--- config.mk ---
export PLATFORM = sky130hd
export DESIGN_NAME = fetch_ctrl_flat
export DESIGN_NICKNAME = d
export VERILOG_FILES = /design/src/rtl/fetch_pkg.sv /design/src/rtl/fetch_if.sv /design/src/rtl/fetch_perf_cnt.sv /design/src/rtl/fetch_ctrl.sv /design/src/flat_wrapper.sv
export SDC_FILE = /design/constraint.sdc
export NUM_CORES = 1
export LEC_CHECK = 0
export ABC_CLOCK_PERIOD_IN_PS = 1600
export CAP_MARGIN = 20
export CORE_MARGIN = 8
export CORE_UTILIZATION = 39
export CTS_CLUSTER_SIZE = 16
export DETAILED_ROUTE_END_ITERATION = 6
export MAX_ROUTING_LAYER = met4
export PLACE_DENSITY = 0.77
export SYNTH_ARGS = -nofsm -noshare
export SYNTH_HDL_FRONTEND = slang
export SYNTH_HIERARCHICAL = 1
export SYNTH_SLANG_ARGS = --single-unit
--- constraint.sdc ---
create_clock -name clk -period 1.6 [get_ports clk]
set_input_delay 0.16 -clock clk [delete_from_list [all_inputs] [get_ports clk]]
set_output_delay 0.16 -clock clk [all_outputs]
set_load 0.05 [all_outputs]
--- src/rtl/fetch_pkg.sv ---
// fetch_pkg: shared states, defaults and hold-register layout for the fetch sequencer
package fetch_pkg;
  typedef enum logic [1:0] {REQ, WAIT, HOLD, DROP} fetch_state_e;
  localparam logic [31:0] RESET_PC_DEFAULT = 32'h0;
  localparam logic [31:0] PC_INC_DEFAULT = 32'd4;
  typedef struct packed {
    logic [31:0] instr;
    logic [31:0] pc;
  } fetch_out_t;
endpackage

--- src/rtl/fetch_if.sv ---
// fetch_if: cache request/response and decode handshake bundle
// master = fetch_ctrl side, slave = cache/decode environment side
interface fetch_if #(parameter type T = logic [31:0]);
  logic icache_req_valid;
  logic icache_req_ready;
  T     icache_req_addr;
  logic icache_resp_valid;
  T     icache_resp_data;
  logic out_valid;
  logic out_ready;
  T     out_instr;
  T     out_pc;
  modport master (
    output icache_req_valid, icache_req_addr, out_valid, out_instr, out_pc,
    input  icache_req_ready, icache_resp_valid, icache_resp_data, out_ready
  );
  modport slave (
    input  icache_req_valid, icache_req_addr, out_valid, out_instr, out_pc,
    output icache_req_ready, icache_resp_valid, icache_resp_data, out_ready
  );
endinterface

--- src/rtl/fetch_perf_cnt.sv ---
// fetch_perf_cnt: three saturating 32-bit event counters, cleared by reset
// inputs: clk, reset, fetched/redirected/dropped strobes; outputs: perf_* counts
module fetch_perf_cnt (
  input  logic        clk,
  input  logic        reset,
  input  logic        fetched,
  input  logic        redirected,
  input  logic        dropped,
  output logic [31:0] perf_fetched,
  output logic [31:0] perf_redirects,
  output logic [31:0] perf_dropped
);
  always_ff @(posedge clk) begin
    if (reset) begin
      perf_fetched <= '0;
      perf_redirects <= '0;
      perf_dropped <= '0;
    end else begin
      perf_fetched <= perf_fetched + 32'(fetched && !(&perf_fetched));
      perf_redirects <= perf_redirects + 32'(redirected && !(&perf_redirects));
      perf_dropped <= perf_dropped + 32'(dropped && !(&perf_dropped));
    end
  end
endmodule

--- src/rtl/fetch_ctrl.sv ---
// fetch_ctrl: single-outstanding fetch sequencer between PC generation, icache and decode
// ports: clk, reset (sync, active-high), redirect_valid/redirect_pc, bus (fetch_if.master:
// icache req/resp + decode out handshake); with FETCH_PERF_CNT_EN: perf_fetched,
// perf_redirects, perf_dropped
module fetch_ctrl
  import fetch_pkg::*;
#(
  parameter type T = logic [31:0],
  parameter T RESET_PC = T'(RESET_PC_DEFAULT),
  parameter T PC_INC = T'(PC_INC_DEFAULT)
) (
  input  logic        clk,
  input  logic        reset,
  input  logic        redirect_valid,
  input  T            redirect_pc,
  fetch_if.master     bus
`ifdef FETCH_PERF_CNT_EN
  ,
  output logic [31:0] perf_fetched,
  output logic [31:0] perf_redirects,
  output logic [31:0] perf_dropped
`endif
);
  fetch_state_e state, state_n;
  T pc, pc_n, rpc;
  fetch_out_t hold;
  logic resp, req_fire, out_fire, cap;
  assign rpc = redirect_pc & ~T'(3);
  assign resp = bus.icache_resp_valid;
  assign bus.icache_req_valid = state == REQ && !reset;
  assign bus.icache_req_addr = pc;
  // a redirect kills the held instruction in the same cycle
  assign bus.out_valid = state == HOLD && !redirect_valid && !reset;
  assign bus.out_instr = hold.instr;
  assign bus.out_pc = hold.pc;
  assign req_fire = bus.icache_req_valid && bus.icache_req_ready;
  assign out_fire = bus.out_valid && bus.out_ready;
  assign cap = state == WAIT && resp && !redirect_valid;
  always_comb begin
    state_n = state;
    pc_n = redirect_valid ? rpc : pc;
    case (state)
      REQ:  state_n = req_fire ? (redirect_valid ? DROP : WAIT) : REQ;
      WAIT: state_n = resp ? (redirect_valid ? REQ : HOLD) : (redirect_valid ? DROP : WAIT);
      HOLD: begin
        state_n = redirect_valid || bus.out_ready ? REQ : HOLD;
        pc_n = redirect_valid ? rpc : bus.out_ready ? pc + PC_INC : pc;
      end
      DROP: state_n = resp ? REQ : DROP;
      default: state_n = REQ;
    endcase
  end
  always_ff @(posedge clk) begin
    if (reset) begin
      state <= REQ;
      pc <= RESET_PC;
      hold <= '0;
    end else begin
      state <= state_n;
      pc <= pc_n;
      if (cap) hold <= '{instr: bus.icache_resp_data, pc: pc};
    end
  end
  resp_legal: assert property (@(posedge clk) disable iff (reset)
    resp |-> state inside {WAIT, DROP});
`ifdef FETCH_PERF_CNT_EN
  logic drop;
  // discarded cache response, or held instruction killed by redirect
  assign drop = (redirect_valid && (state == HOLD || (state == WAIT && resp))) ||
                (state == DROP && resp);
  fetch_perf_cnt u_perf (
    .clk(clk),
    .reset(reset),
    .fetched(out_fire),
    .redirected(redirect_valid && !reset),
    .dropped(drop),
    .perf_fetched(perf_fetched),
    .perf_redirects(perf_redirects),
    .perf_dropped(perf_dropped)
  );
`else
  logic unused_fire;
  assign unused_fire = out_fire;
`endif
endmodule

--- src/flat_wrapper.sv ---
// flat-port wrapper written by rule: the top's interface ports become plain ports
module fetch_ctrl_flat import fetch_pkg::*;
#(
  parameter type T = logic [31:0],
  parameter T RESET_PC = T'(RESET_PC_DEFAULT),
  parameter T PC_INC = T'(PC_INC_DEFAULT)
)
  (clk, reset, redirect_valid, redirect_pc, bus_icache_req_valid, bus_icache_req_addr, bus_out_valid, bus_out_instr, bus_out_pc, bus_icache_req_ready, bus_icache_resp_valid, bus_icache_resp_data, bus_out_ready);
  fetch_if #(.T(T)) bus_i ();
  input  logic clk;
  input  logic reset;
  input  logic redirect_valid;
  input  T redirect_pc;
  output wire logic [$bits(bus_i.icache_req_valid)-1:0] bus_icache_req_valid;
  output wire logic [$bits(bus_i.icache_req_addr)-1:0] bus_icache_req_addr;
  output wire logic [$bits(bus_i.out_valid)-1:0] bus_out_valid;
  output wire logic [$bits(bus_i.out_instr)-1:0] bus_out_instr;
  output wire logic [$bits(bus_i.out_pc)-1:0] bus_out_pc;
  input wire logic [$bits(bus_i.icache_req_ready)-1:0] bus_icache_req_ready;
  input wire logic [$bits(bus_i.icache_resp_valid)-1:0] bus_icache_resp_valid;
  input wire logic [$bits(bus_i.icache_resp_data)-1:0] bus_icache_resp_data;
  input wire logic [$bits(bus_i.out_ready)-1:0] bus_out_ready;
  assign bus_icache_req_valid = bus_i.icache_req_valid;
  assign bus_icache_req_addr = bus_i.icache_req_addr;
  assign bus_out_valid = bus_i.out_valid;
  assign bus_out_instr = bus_i.out_instr;
  assign bus_out_pc = bus_i.out_pc;
  assign bus_i.icache_req_ready = bus_icache_req_ready;
  assign bus_i.icache_resp_valid = bus_icache_resp_valid;
  assign bus_i.icache_resp_data = bus_icache_resp_data;
  assign bus_i.out_ready = bus_out_ready;
  fetch_ctrl #(.T(T), .RESET_PC(RESET_PC), .PC_INC(PC_INC)) u_core (.clk(clk), .reset(reset), .redirect_valid(redirect_valid), .redirect_pc(redirect_pc), .bus(bus_i));
endmodule
==> metrics.txt, run 1 <==
outcome complete, but fails checks; violated checks setup timing; Area growth syn-to-layout 61.4%; number of synthesized register bits 94; Hold-fix buffers, CTS 0; Clock Pin Slew Worst Setup and Hold Paths 100 ps; Final period util 101%; detailed-route via count 4452; core area 0.0101 mm^2; # nets final 796; most frequent cells in the layout buf_4 (157), nand2_1 (145), a21oi_1 (76); post-synthesis cell area 0.00400 mm^2; main flop type after synthesis dfxtp_1; critical path arrival 1880 ps; die width 117 um; Synth Warn # 6; clk_lat worst skew 370 ps; ant diodes 0; clock sinks 94; Top delay family on crit path compound AO/OA/AOI/OAI gates; r2r setup slk -10 ps; num rows 37; Pleak 2.60 nW; final setup vio count 2; routed wire length 14200 um; hpwl dp 10700 um; Peak VDD IR 420 uV; H-tree levels 3; initial DRC count 319; post-route antenna net violation count 0; Routed WL per cell 16.3 um; Vert. Die Dim 117 um; DRC viols 0; fin util 63.7%; # IOs 168; Clock Path Buffers 2; Hold Path Cell Cnt 2; final worst setup slack -14.5 ps; pin count of the biggest net entering global routing 54; crit path cell chain nand4_1 > nor4_4 > a21oi_1 > a41o_1 > a2111oi_2; vias in the first global route 4685; Worst EP required 1870 ps; Max FO, Critical Path 2; Post-Syn Area per Cell 7.70 um^2; Worst path max stage delay 360 ps; critical path depth 5; Max Slew Vio Count 0; post-synth cell types 47; Port Buffers 161; FFs w/ async S/R, synth 0%; Post-synth EDFFs 0; Max Cap Viol 0; via density per instance 5.14; WP buf/inv 0; clock skew 9.33 ps; Root Driver clkbuf_8; Cell Pwr Density 831 mW/mm^2; overall power 5.37 mW; DP Area 0.00605 mm^2; Pre-antenna DRT Iters 5; minimum clock period 1610 ps; CP endpoint kind register; all-layer global routing usage 20.5%; fraction of layout cells with a size suffix above 1 32.7%; Final Wtd Congestion 0.857; TritonCTS Buffers 9; Design Area, Final 0.00646 mm^2; Initial Util 39.5%; final hold vios 0; worst reg-to-reg path cell count 5; Worst Hold Class primary input to register; Mapped Cells 520; commonest non-fill, non-tap cell in the layout buf_4; Fmax achieved 0.619 GHz; CP startpoint kind register; slowest stage cell, crit path dfxtp_4; first-pass GRT wire length 23000 um; antenna violations before repair 0; Final Hold Slack 228 ps; Seq/Total Area, Yosys 47.0%; RSZ-0062 raised after global routing true; Die ar. 0.0138 mm^2; Overflow after GRT 0; CTS tree done; critical path class register to register
==> timing repair <==
item,in CTS,in global routing
buffers inserted,5,1
pin swaps,6,12
gates resized for setup,7,23
setup endpoints to repair,10,59
==> area by class of cell <==
type	instances	area, um^2
Fill cell	841	3680
Multi-Input combinational cell	383	2110
Timing Repair Buffer	231	1970
Sequential cell	94	1960
Tap cell	136	170
Clock buffer	11	163
Clock inverter	5	61.3
Inverter	6	22.5
==> path summary, 6_finish.rpt <==
| path | to | from |
|---|---|---|
| setup / recovery | u_core/bus.icache_req_addr[28] | u_core/bus.icache_req_addr[15] |
| hold / removal | u_core/bus.out_instr[2] | reset |
| setup reg to reg | u_core/bus.icache_req_addr[28] | u_core/bus.icache_req_addr[15] |
| hold reg to reg | u_core/bus.out_pc[11] | u_core/bus.out_pc[11] |
==> synthesized netlist by cell type (all sizes together) (2+ instances only) <==
cell type / number / area [um^2]
a211oi: 17 / 128
nor3b: 2 / 15.0
nor2: 31 / 116
nand3: 16 / 80.1
nor3: 11 / 55.1
o21ai: 13 / 65.1
xor2: 8 / 70.1
inv: 6 / 22.5
nor4: 7 / 58.8
or3: 2 / 12.5
a2111oi: 2 / 23.8
xnor2: 5 / 43.8
a311oi: 2 / 17.5
and4: 2 / 17.5
and2: 2 / 12.5
nand2: 147 / 552
o21bai: 2 / 15.0
o31ai: 2 / 15.0
and3: 2 / 12.5
nand3b: 2 / 15.0
nand4: 12 / 81.3
a21oi: 76 / 380
buf: 8 / 48.8
o32ai: 2 / 17.5
clkbuf: 32 / 121
dfxtp: 94 / 1880
==> layer usage <==
| metal | part of all wire, % | vias up | global-route usage, % |
|---|---|---|---|
| li1 | - | 2186 | - |
| met1 | 41 | 2083 | 22.5 |
| met2 | 51 | 159 | 35.8 |
| met3 | 6.1 | 24 | 4.65 |
| met4 | 1.9 | 0 | 7.22 |
| met5 | 0 | - | - |
==> state kept, by name, indices dropped and copies added (netlist names) <==
| register | cells |
|---|---|
| u_core/bus.icache_req_addr | 30 |
| u_core/state | 2 |
| u_core/bus.out_instr | 32 |
| u_core/bus.out_pc | 30 |
==> kinds of logic after synthesis <==
kind of cell / after synthesis / share of synthesized area, %
flip-flops: 94 / 47.0
adder cells (fa/ha/maj): 1 / 0.312
AO/OA/AOI/OAI: 125 / 18.5
XOR/XNOR: 13 / 2.84
other: 1 / 0.0937
multiplexers: 1 / 0.250
buffers and inverters: 46 / 4.81
AND/OR/NAND/NOR: 239 / 26.2
==> worst reg2reg max path, delay by kind of cell, from the launching register on <==
kind | cells | cell delay (ps)
AO/OA/AOI/OAI | 3 | 670
flip-flops | 1 | 360
AND/OR/NAND/NOR | 2 | 490
==> power by group <==
part	total [mW]	internal, mW	leakage, nW	switching, mW
sequential	2.49	2.42	0.780	0.0731
combinational	1.12	0.455	1.70	0.667
clock	1.75	0.876	0.117	0.877
total	5.37	3.75	2.60	1.62
==> through the flow <==
step | cells | setup WS (ps) | TNS [ps]
finish | 866 | -14.5 | -24.9
global route | 866 | -98.5 | -527
CTS | 865 | -53.6 | -168
detailed placement | 844 | -354 | -8350
global placement | 844 | -245 | -5080
floorplan | 523 | -278 | -682
Power figures use the tool's default switching activity.
==> run 2: changes to the inputs <==
==> constraint.sdc (replaced) <==
create_clock -name clk -period 1.6 [get_ports clk]
set_input_delay 0.48 -clock clk [delete_from_list [all_inputs] [get_ports clk]]
set_output_delay 0.48 -clock clk [all_outputs]
set_load 0.05 [all_outputs]
==> metrics.txt, run 2 (synthesis results as in run 1) <==
num rows 37; CP startpoint kind register; antenna violations before repair 0; Root Driver clkbuf_8; Vert. Die Dim 117 um; Routed WL per cell 26.2 um; critical path class register to register; post-route antenna net violation count 0; critical path arrival 2250 ps; Max Cap Viol 0; Die ar. 0.0138 mm^2; hpwl dp 11400 um; first-pass GRT wire length 25800 um; Worst Hold Class primary input to register; Worst Setup SP u_core/state[1]; H-tree levels 3; final setup vio count 88; via density per instance 6.12; Clock Path Buffers 2; Finished Layout Cells 898; initial DRC count 565; # nets final 828; Area growth syn-to-layout 122%; Clock Pin Slew Worst Setup and Hold Paths 110 ps; violated checks setup timing; footprint of the multi-input gates 0.00292 mm^2; Design Area, Final 0.00889 mm^2; clock skew 17.9 ps; fin util 87.7%; routed wire length 23500 um; Final period util 123%; Overflow after GRT 0; most frequent cells in the layout buf_12 (98), nand2_1 (89), dfxtp_1 (65); Peak VDD IR 669 uV; commonest non-fill, non-tap cell in the layout buf_12; hold path start reset; Final Wtd Congestion 0.950; fill count 374; outcome complete, but fails checks; Max Slew Vio Count 0; detailed-route via count 5495; RSZ-0062 raised after global routing true; TritonCTS Buffers 9; overall power 5.76 mW; ant diodes 0; # IOs 168; reg2reg start u_core/state[1]; Slew @ Worst Pin 534 ps; Worst EP required 1870 ps; Initial Util 39.5%; all-layer global routing usage 23.6%; clock sinks 94; die width 117 um; final hold vios 0; Worst slew margin 64.4%; dpl cells 843; DRC viols 0; vias in the first global route 4998; Max FO, Critical Path 6; Pre-antenna DRT Iters 6; Hold-fix buffers, CTS 0; Fmax achieved 0.507 GHz; final worst setup slack -372 ps; DP Area 0.00722 mm^2; clk_lat worst skew 380 ps; minimum clock period 1970 ps; CTS tree done; r2r setup slk -370 ps; Port Buffers 161; CP endpoint kind register; fraction of layout cells with a size suffix above 1 53.3%; pin count of the biggest net entering global routing 63; core area 0.0101 mm^2; max reg flops 32; Cell Pwr Density 648 mW/mm^2; Reg area 0.00197 mm^2; Pleak 3.70 nW
==> run 2: changes by cell type in the layout (fill, tap and decap cells not counted), sizes merged <==
| cell | previous run | this run |
|---|---|---|
| inv | 9 | 7 |
| buf | 165 | 189 |
| clkdlybuf4s50 | 65 | 63 |
| bufinv | 1 | 0 |
| dlygate4sd2 | 0 | 2 |
| clkbuf | 11 | 19 |
| clkinvlp | 0 | 3 |
==> run 2: stage by stage <==
step | hold WS [ps] | worst slack, ps | setup TNS (ps)
after floorplan | 512 | -201 | -1560
after global placement | 478 | -583 | -39850
after detailed placement | 484 | -641 | -44710
after CTS | 488 | -226 | -8340
after global routing | 516 | -514 | -11720
final | 496 | -372 | -7680
==> run 2: layout make-up <==
cell class                      count  area share (%)
Timing Repair Buffer              263            41.0
Multi-Input combinational cell    383            32.9
Sequential cell                    94            22.1
Tap cell                          136            1.91
Clock buffer                       11            1.48
Clock inverter                      5           0.394
Inverter                            6           0.253
==> run 2: report_power, final <==
group	switching [mW]	internal, mW	total (mW)
Combinational	0.940	0.784	1.72
Clock	0.939	0.569	1.51
Sequential	0.106	2.42	2.53
==> run 2: what timing repair did <==
action / in CTS / in global routing
pin swaps: 13 / 114
hold endpoints to repair: 0 / 0
cloned: 2 / 10
buffers inserted: 10 / 18
resized for setup: 27 / 227
setup endpoints to repair: 91 / 92
==> run 2: worst paths after layout <==
kind / to / cells after the start
max: u_core/bus.icache_req_addr[30] / 8
min: u_core/state[0] / 4
max reg2reg: u_core/bus.icache_req_addr[30] / 8
min reg2reg: u_core/bus.out_instr[23] / 2
==> run 2: critical path: stages, from the launching register on <==
cell and delay [ps]:
dfxtp_2 360, buf_4 110, buf_4 110, nand3b_1 110, buf_6 180, nor3_2 290
nand3_4 140, xor2_2 210, a211oi_2 360
==> run 2: metal layers <==
metal  vias to the layer above  wire length (um)  track usage, %
met5                         -                 0               -
met4                         0              1450            11.5
met3                       127              2060            5.18
met2                       447             11300            40.3
met1                      2662              8680            25.5
li1                       2259                 -               -
